File: config.mk
export PLATFORM = sky130hd
export DESIGN_NAME = weight_fetch_seq
export DESIGN_NICKNAME = d
export VERILOG_FILES = /design/src/rtl/weight_fetch_seq.sv
export SDC_FILE = /design/constraint.sdc
export NUM_CORES = 1
export LEC_CHECK = 0
export CAP_MARGIN = 20
export CORE_MARGIN = 1.5
export CORE_UTILIZATION = 45
export DETAILED_ROUTE_END_ITERATION = 8
export PLACE_DENSITY_LB_ADDON = 0.1
export SYNTH_ARGS = -nofsm -noshare
export SYNTH_HDL_FRONTEND = slang
export SYNTH_SLANG_ARGS = --single-unit
File: constraint.sdc
create_clock -name clk -period 2.2 [get_ports clk]
set_input_delay 0.44 -clock clk [delete_from_list [all_inputs] [get_ports clk]]
set_output_delay 0.44 -clock clk [all_outputs]
set_load 0.03 [all_outputs]
File: src/rtl/weight_fetch_seq.sv
// Weight fetch sequencer: streams a len-word window of a weight bank to the PE array.
// Latency: first w_valid two edges after the edge that accepts start; 1 word/cycle with w_ready high.
// Backpressure: reads stop while the 2-entry skid buffer plus the in-flight read would overflow; nothing dropped.
//
// Ports:
//   clk, rst           single rising-edge clock, asynchronous active-high reset
//   start              burst request pulse, sampled only in IDLE
//   base_addr, len     burst window, captured on accepted start (len = 0 gives an immediate done)
//   busy, done         burst in progress / one-cycle completion pulse
//   mem_csen, mem_rdena, mem_addr, mem_data
//                      weight bank read port, read data returns one cycle after issue
//   w_valid, w_ready, w_data, w_last
//                      valid/ready weight stream, w_last on the final word of the burst
//   rep_cnt            (WFETCH_REPEAT_EN only) window is replayed rep_cnt+1 times
//
// Optional feature macro: WFETCH_REPEAT_EN.
module weight_fetch_seq #(
    parameter int ADDR_WIDTH = 11,
    parameter int DATA_WIDTH = 8,
    parameter int DATA_DEPTH = 2048
) (
    input  logic                  clk,
    input  logic                  rst,
    input  logic                  start,
    input  logic [ADDR_WIDTH-1:0] base_addr,
    input  logic [ADDR_WIDTH:0]   len,
`ifdef WFETCH_REPEAT_EN
    input  logic [3:0]            rep_cnt,
`endif
    output logic                  busy,
    output logic                  done,
    output logic                  mem_csen,
    output logic                  mem_rdena,
    output logic [ADDR_WIDTH-1:0] mem_addr,
    input  logic [DATA_WIDTH-1:0] mem_data,
    output logic                  w_valid,
    input  logic                  w_ready,
    output logic [DATA_WIDTH-1:0] w_data,
    output logic                  w_last
);

    typedef enum logic [1:0] {
        IDLE  = 2'd0,
        FETCH = 2'd1,
        DRAIN = 2'd2
    } state_e;

    localparam logic [ADDR_WIDTH-1:0] LAST_ADDR = ADDR_WIDTH'(DATA_DEPTH - 1);
    localparam logic [ADDR_WIDTH:0]   REM_ONE   = (ADDR_WIDTH + 1)'(1);

    state_e                state_q, state_d;
    logic [ADDR_WIDTH-1:0] nxt_addr_q, nxt_addr_d;   // address of the next read to issue
    logic [ADDR_WIDTH-1:0] mem_addr_q, mem_addr_d;   // address of the most recent read
    logic [ADDR_WIDTH:0]   rem_q, rem_d;             // reads left in the current pass
    logic                  inflight_q, inflight_d;
    logic                  inflight_last_q, inflight_last_d;
    logic                  done_q, done_d;

    // 2-entry skid buffer holding {last, data}
    logic [DATA_WIDTH-1:0] buf_dat_q [2];
    logic [DATA_WIDTH-1:0] buf_dat_d [2];
    logic [1:0]            buf_last_q, buf_last_d;
    logic                  wr_ptr_q, wr_ptr_d;
    logic                  rd_ptr_q, rd_ptr_d;
    logic [1:0]            cnt_q, cnt_d;

`ifdef WFETCH_REPEAT_EN
    logic [3:0]            rep_q, rep_d;
    logic [ADDR_WIDTH-1:0] base_q, base_d;
    logic [ADDR_WIDTH:0]   len_q, len_d;
`endif

    logic       push;
    logic       pop;
    logic       head_last;
    logic [2:0] slots_used;
    logic       issue;
    logic       final_pass;
    logic       last_issue;

    assign push      = inflight_q;
    assign w_valid   = (cnt_q != 2'd0);
    assign pop       = w_valid & w_ready;
    assign head_last = buf_last_q[rd_ptr_q];

    // A word leaving the buffer this cycle frees its slot for the read issued now,
    // which keeps one word per cycle flowing when w_ready stays high.
    assign slots_used = {1'b0, cnt_q} + {2'b00, inflight_q};
    assign issue      = (state_q == FETCH) && (slots_used < (3'd2 + {2'b00, pop}));

`ifdef WFETCH_REPEAT_EN
    assign final_pass = (rep_q == 4'd0);
`else
    assign final_pass = 1'b1;
`endif
    assign last_issue = issue && (rem_q == REM_ONE) && final_pass;

    function automatic logic [ADDR_WIDTH-1:0] addr_inc(input logic [ADDR_WIDTH-1:0] a);
        return (a == LAST_ADDR) ? '0 : a + 1'b1;
    endfunction

    // Sequencing
    always_comb begin
        state_d         = state_q;
        nxt_addr_d      = nxt_addr_q;
        mem_addr_d      = mem_addr_q;
        rem_d           = rem_q;
        inflight_d      = issue;
        inflight_last_d = last_issue;
        done_d          = 1'b0;
`ifdef WFETCH_REPEAT_EN
        rep_d           = rep_q;
        base_d          = base_q;
        len_d           = len_q;
`endif
        unique case (state_q)
            IDLE: begin
                if (start) begin
                    if (len == '0) begin
                        done_d = 1'b1;
                    end else begin
                        state_d    = FETCH;
                        nxt_addr_d = base_addr;
                        rem_d      = len;
`ifdef WFETCH_REPEAT_EN
                        rep_d      = rep_cnt;
                        base_d     = base_addr;
                        len_d      = len;
`endif
                    end
                end
            end
            FETCH: begin
                if (issue) begin
                    mem_addr_d = nxt_addr_q;
                    nxt_addr_d = addr_inc(nxt_addr_q);
                    if (rem_q == REM_ONE) begin
                        if (final_pass) begin
                            state_d = DRAIN;
                        end else begin
`ifdef WFETCH_REPEAT_EN
                            rep_d      = rep_q - 4'd1;
                            rem_d      = len_q;
                            nxt_addr_d = base_q;
`endif
                        end
                    end else begin
                        rem_d = rem_q - REM_ONE;
                    end
                end
            end
            DRAIN: begin
                if (pop && head_last) begin
                    state_d = IDLE;
                    done_d  = 1'b1;
                end
            end
            default: state_d = IDLE;
        endcase
    end

    // Skid buffer bookkeeping
    always_comb begin
        buf_dat_d  = buf_dat_q;
        buf_last_d = buf_last_q;
        wr_ptr_d   = wr_ptr_q;
        rd_ptr_d   = rd_ptr_q;
        cnt_d      = cnt_q;
        if (push) begin
            buf_dat_d[wr_ptr_q]  = mem_data;
            buf_last_d[wr_ptr_q] = inflight_last_q;
            wr_ptr_d             = ~wr_ptr_q;
        end
        if (pop) begin
            rd_ptr_d = ~rd_ptr_q;
        end
        case ({push, pop})
            2'b10:   cnt_d = cnt_q + 2'd1;
            2'b01:   cnt_d = cnt_q - 2'd1;
            default: cnt_d = cnt_q;
        endcase
    end

    // Clearing inflight_q on reset also drops whatever mem_data returns
    // in the first cycle after reset is released.
    always_ff @(posedge clk or posedge rst) begin
        if (rst) begin
            state_q         <= IDLE;
            nxt_addr_q      <= '0;
            mem_addr_q      <= '0;
            rem_q           <= '0;
            inflight_q      <= 1'b0;
            inflight_last_q <= 1'b0;
            done_q          <= 1'b0;
            buf_dat_q       <= '{default: '0};
            buf_last_q      <= '0;
            wr_ptr_q        <= 1'b0;
            rd_ptr_q        <= 1'b0;
            cnt_q           <= '0;
`ifdef WFETCH_REPEAT_EN
            rep_q           <= '0;
            base_q          <= '0;
            len_q           <= '0;
`endif
        end else begin
            state_q         <= state_d;
            nxt_addr_q      <= nxt_addr_d;
            mem_addr_q      <= mem_addr_d;
            rem_q           <= rem_d;
            inflight_q      <= inflight_d;
            inflight_last_q <= inflight_last_d;
            done_q          <= done_d;
            buf_dat_q       <= buf_dat_d;
            buf_last_q      <= buf_last_d;
            wr_ptr_q        <= wr_ptr_d;
            rd_ptr_q        <= rd_ptr_d;
            cnt_q           <= cnt_d;
`ifdef WFETCH_REPEAT_EN
            rep_q           <= rep_d;
            base_q          <= base_d;
            len_q           <= len_d;
`endif
        end
    end

    assign busy      = (state_q != IDLE);
    assign done      = done_q;
    assign mem_csen  = issue;
    assign mem_rdena = issue;
    // The bank sees the new address only while a read is issued; otherwise it holds.
    assign mem_addr  = issue ? nxt_addr_q : mem_addr_q;
    assign w_data    = w_valid ? buf_dat_q[rd_ptr_q] : '0;
    assign w_last    = w_valid & head_last;

endmodule
==> reports/metrics.yaml <==
grt-ovfl-total: 0
synthDistinctLibCells: 53
crit_family: "adder cells"
rsz0062_at_grt: "yes"
layout.nets: 463
die_h_um: 88.8
outcome: "finished with violations"
crit_required_ns: 1.76
start_util_pct: 46.2
reg2reg_to: "mem_addr_q[2]"
synthToLayoutAreaGrowth_pct: 40.1
ios: 60
synth-seq-cells: 61
path_clk_slew_ns: 0.07
tightest_slew_ns: 0.424
ir_drop_uv: 1450
slew_violations: 0
crit_type: "flip-flop to output port"
synthCells: 330
clock_skew_ns: 0.00873
drc: 0
setup_viol: 13
hold_buffers: 0
vias: 2856
grt_pass1_wl_um: 13400
synth_ff_type: "dfrtp_1"
power_density_nw_per_um2: 1900
portBuffers: 59
synth_edf_count: 0
avgSynthCellArea_sq_um: 10.0
ys_seq_area_share_pct: 46.1
fin_hold_ws_ns: 0.478
worstSetupStartpointType: "flip-flop"
slew_headroom_pct: 71.7
wirelength_um: 8260
cts_tree: "yes"
clk_latency_ns: 0.34
synth-async-reset-ratio_pct: 100
yosysWarnings: 0
reg2reg_slack_ns: 0.07
dieArea_sq_um: 7890
drive_gt1_share_pct: 26.7
first_iter_violations: 124
crit_slowest_cell: "dfrtp_1"
cp_num_buf_inv: 2
ctsRootBufferMaster: "clkbuf_8"
rr_worst_depth: 9
cp_cell_sequence: "ha_2, ha_4, o21a_1, nor2_4, nand2_4, buf_16, mux2_2, buf_6"
fmax_ghz: 0.393
grt_pass1_vias: 2708
rr_startpoint: "inflight_q"
power.leakage_uw: 0.00202
grt_max_degree: 62
violations: "setup timing"
drv_cap: 0
path_max_fanout: 5
dieWidth_um: 88.8
cts_max_path_buffers: 2
synth_top_area_share_pct: 46.1
synthTopCellsByArea: "dfrtp_1 (46%), mux2_1 (7.5%), mux2_2 (6.1%), a21oi_1 (4.1%), nor2_1 (3.6%)"
cts_buffers: 9
num-fill-cells: 590
layout_setup_ws_ns: -0.345
wl_per_cell_um: 15.7
avgViaCountPerCell: 5.43
antennaDiodeCount: 0
mappedNetlistNets: 371
track_usage_pct: 22.6
antenna_found_initial: 0
hold_viol: 0
post-route-period-util_pct: 116
min_period_ns: 2.54
place_area_sq_um: 4220
num_rows: 31
total_power_uw: 8820
core-area_sq_um: 7180
syn-cell-area_sq_um: 3310
cp.arrival_ns: 2.10
cts.sinks: 61
cts.htree.levels: 3
post-dp-hpwl_um: 5410
holdCritPathClass: "primary input to async pin"
worst_path_largest_cell_delay_ns: 0.38
endpoint_kind: "output port"
ant_nets: 0
drt_first_pass_iters: 4
yosys.area.top_type: "dfrtp_1"
design_area_sq_um: 4640
place.gp.congestion: 0.857
[power breakdown]
group	switching (uW)	leakage (uW)	internal [uW]
Sequential	518	0.000736	1650
Clock	464	0.000116	702
Combinational	2680	0.00117	2810
Total	3660	0.00202	5160
[worst max-delay path by stage]
stage | startpoint | to | slack (ns) | cells past startpoint
6_report | inflight_q | mem_addr[6] | -0.34 | 8
3_3_place_gp | w_ready | mem_addr[0] | -0.52 | 7
2_1_floorplan | cnt_q[0] | mem_addr[10] | -0.02 | 7
3_5_place_dp | w_ready | mem_addr[0] | -0.50 | 7
4_1_cts | cnt_q[0] | mem_addr[2] | -0.39 | 8
5_1_grt | inflight_q | mem_addr[1] | -0.44 | 8
[synth_stat cells (2+ instances only)]
library cell,number
a211oi_1,2
a21oi_1,27
a22oi_1,3
a2bb2oi_1,3
buf_2,3
clkbuf_1,13
dfrtp_1,61
ha_1,6
inv_1,12
mux2_1,22
mux2_2,18
mux2i_1,9
nand2_1,19
nand2b_1,2
nand3_1,6
nand4_1,3
nor2_1,32
nor2b_1,2
nor3_1,8
nor4_1,5
o211ai_1,2
o21a_1,3
o21ai_0,9
o21ai_1,19
o22ai_1,7
o31ai_1,3
or4_1,2
xnor2_1,3
xor2_1,2
[metal layers]
layer	up-vias	routed length [um]	global-route usage (%)	part of all wire (%)
met5	-	0	0	0
li1	1391	-	-	-
met1	1393	3760	30.7	46
met2	61	4050	35.7	49
met4	0	148	10.4	1.8
met3	11	305	3.26	3.7
[flip-flops by register name, indices dropped and copies added (netlist names)]
| register | cells |
|---|---|
| buf_dat_q | 16 |
| wr_ptr_q | 1 |
| inflight_last_q | 1 |
| cnt_q | 2 |
| buf_last_q | 2 |
| rem_q | 12 |
| inflight_q | 1 |
| state_q | 2 |
| nxt_addr_q | 11 |
| mem_addr_q | 11 |
| rd_ptr_q | 1 |
| done | 1 |
[layout by cell type, fill, tap and decap left out, types with 3 or more instances in the layout]
cell	n
a21oi_1	27
a22oi_1	3
a2bb2oi_1	3
buf_12	4
buf_4	34
buf_6	13
clkbuf_8	11
clkdlybuf4s50_1	35
dfrtp_1	60
dlygate4sd2_1	10
ha_1	4
inv_1	11
mux2_1	11
mux2_2	21
mux2_4	8
mux2i_1	9
nand2_1	18
nand3_1	6
nand4_1	3
nor2_1	31
nor3_1	8
nor4_1	5
o21a_1	3
o21ai_0	9
o21ai_1	19
o22ai_1	7
o31ai_1	3
xnor2_1	3
[worst reg2reg max path: cells and delay by family (launching register included)]
| kind | cells | cell delay (ns) |
|---|---|---|
| fa+ha+maj | 2 | 0.41 |
| compound gates | 1 | 0.12 |
| flops | 1 | 0.38 |
| buf+inv | 3 | 0.55 |
| mux | 1 | 0.32 |
| simple gates | 2 | 0.23 |
[what timing repair did]
| action | 4_1_cts | 5_1_grt |
|---|---|---|
| pin swaps | 3 | 3 |
| resized for setup | 41 | 7 |
| setup endpoints to repair | 23 | 14 |
| setup buffers | 3 | 2 |
| cloned | 2 | 0 |
[metrics by stage]
step	setup slack, ns	TNS [ns]	util (%)	cells
4_1_cts	-0.387	-4.47	64.3	525
3_5_place_dp	-0.502	-5.02	58.8	504
6_report	-0.345	-4.00	64.7	526
2_1_floorplan	-0.0194	-0.186	-	330
5_1_grt	-0.439	-5.29	64.7	526
3_3_place_gp	-0.519	-4.91	58.8	504
[area by class of cell]
class                           instances  area, sq um  share of cell area [%]
Tap cell                               99          124                    2.67
Sequential cell                        61         1530                    32.9
Timing Repair Buffer                   99          992                    21.4
Inverter                               13         51.3                    1.10
Clock inverter                          5         81.3                    1.75
Clock buffer                           11          151                    3.26
Multi-Input combinational cell        238         1720                    36.9
[logic make-up after synthesis]
kind of cell | share of synthesized area (%)
flops | 46.1
xor+xnor | 1.32
simple gates | 13.9
compound gates | 16.1
buf+inv | 3.97
fa+ha+maj | 2.27
mux | 16.3
No activity file was read; power rests on OpenSTA's default activity.
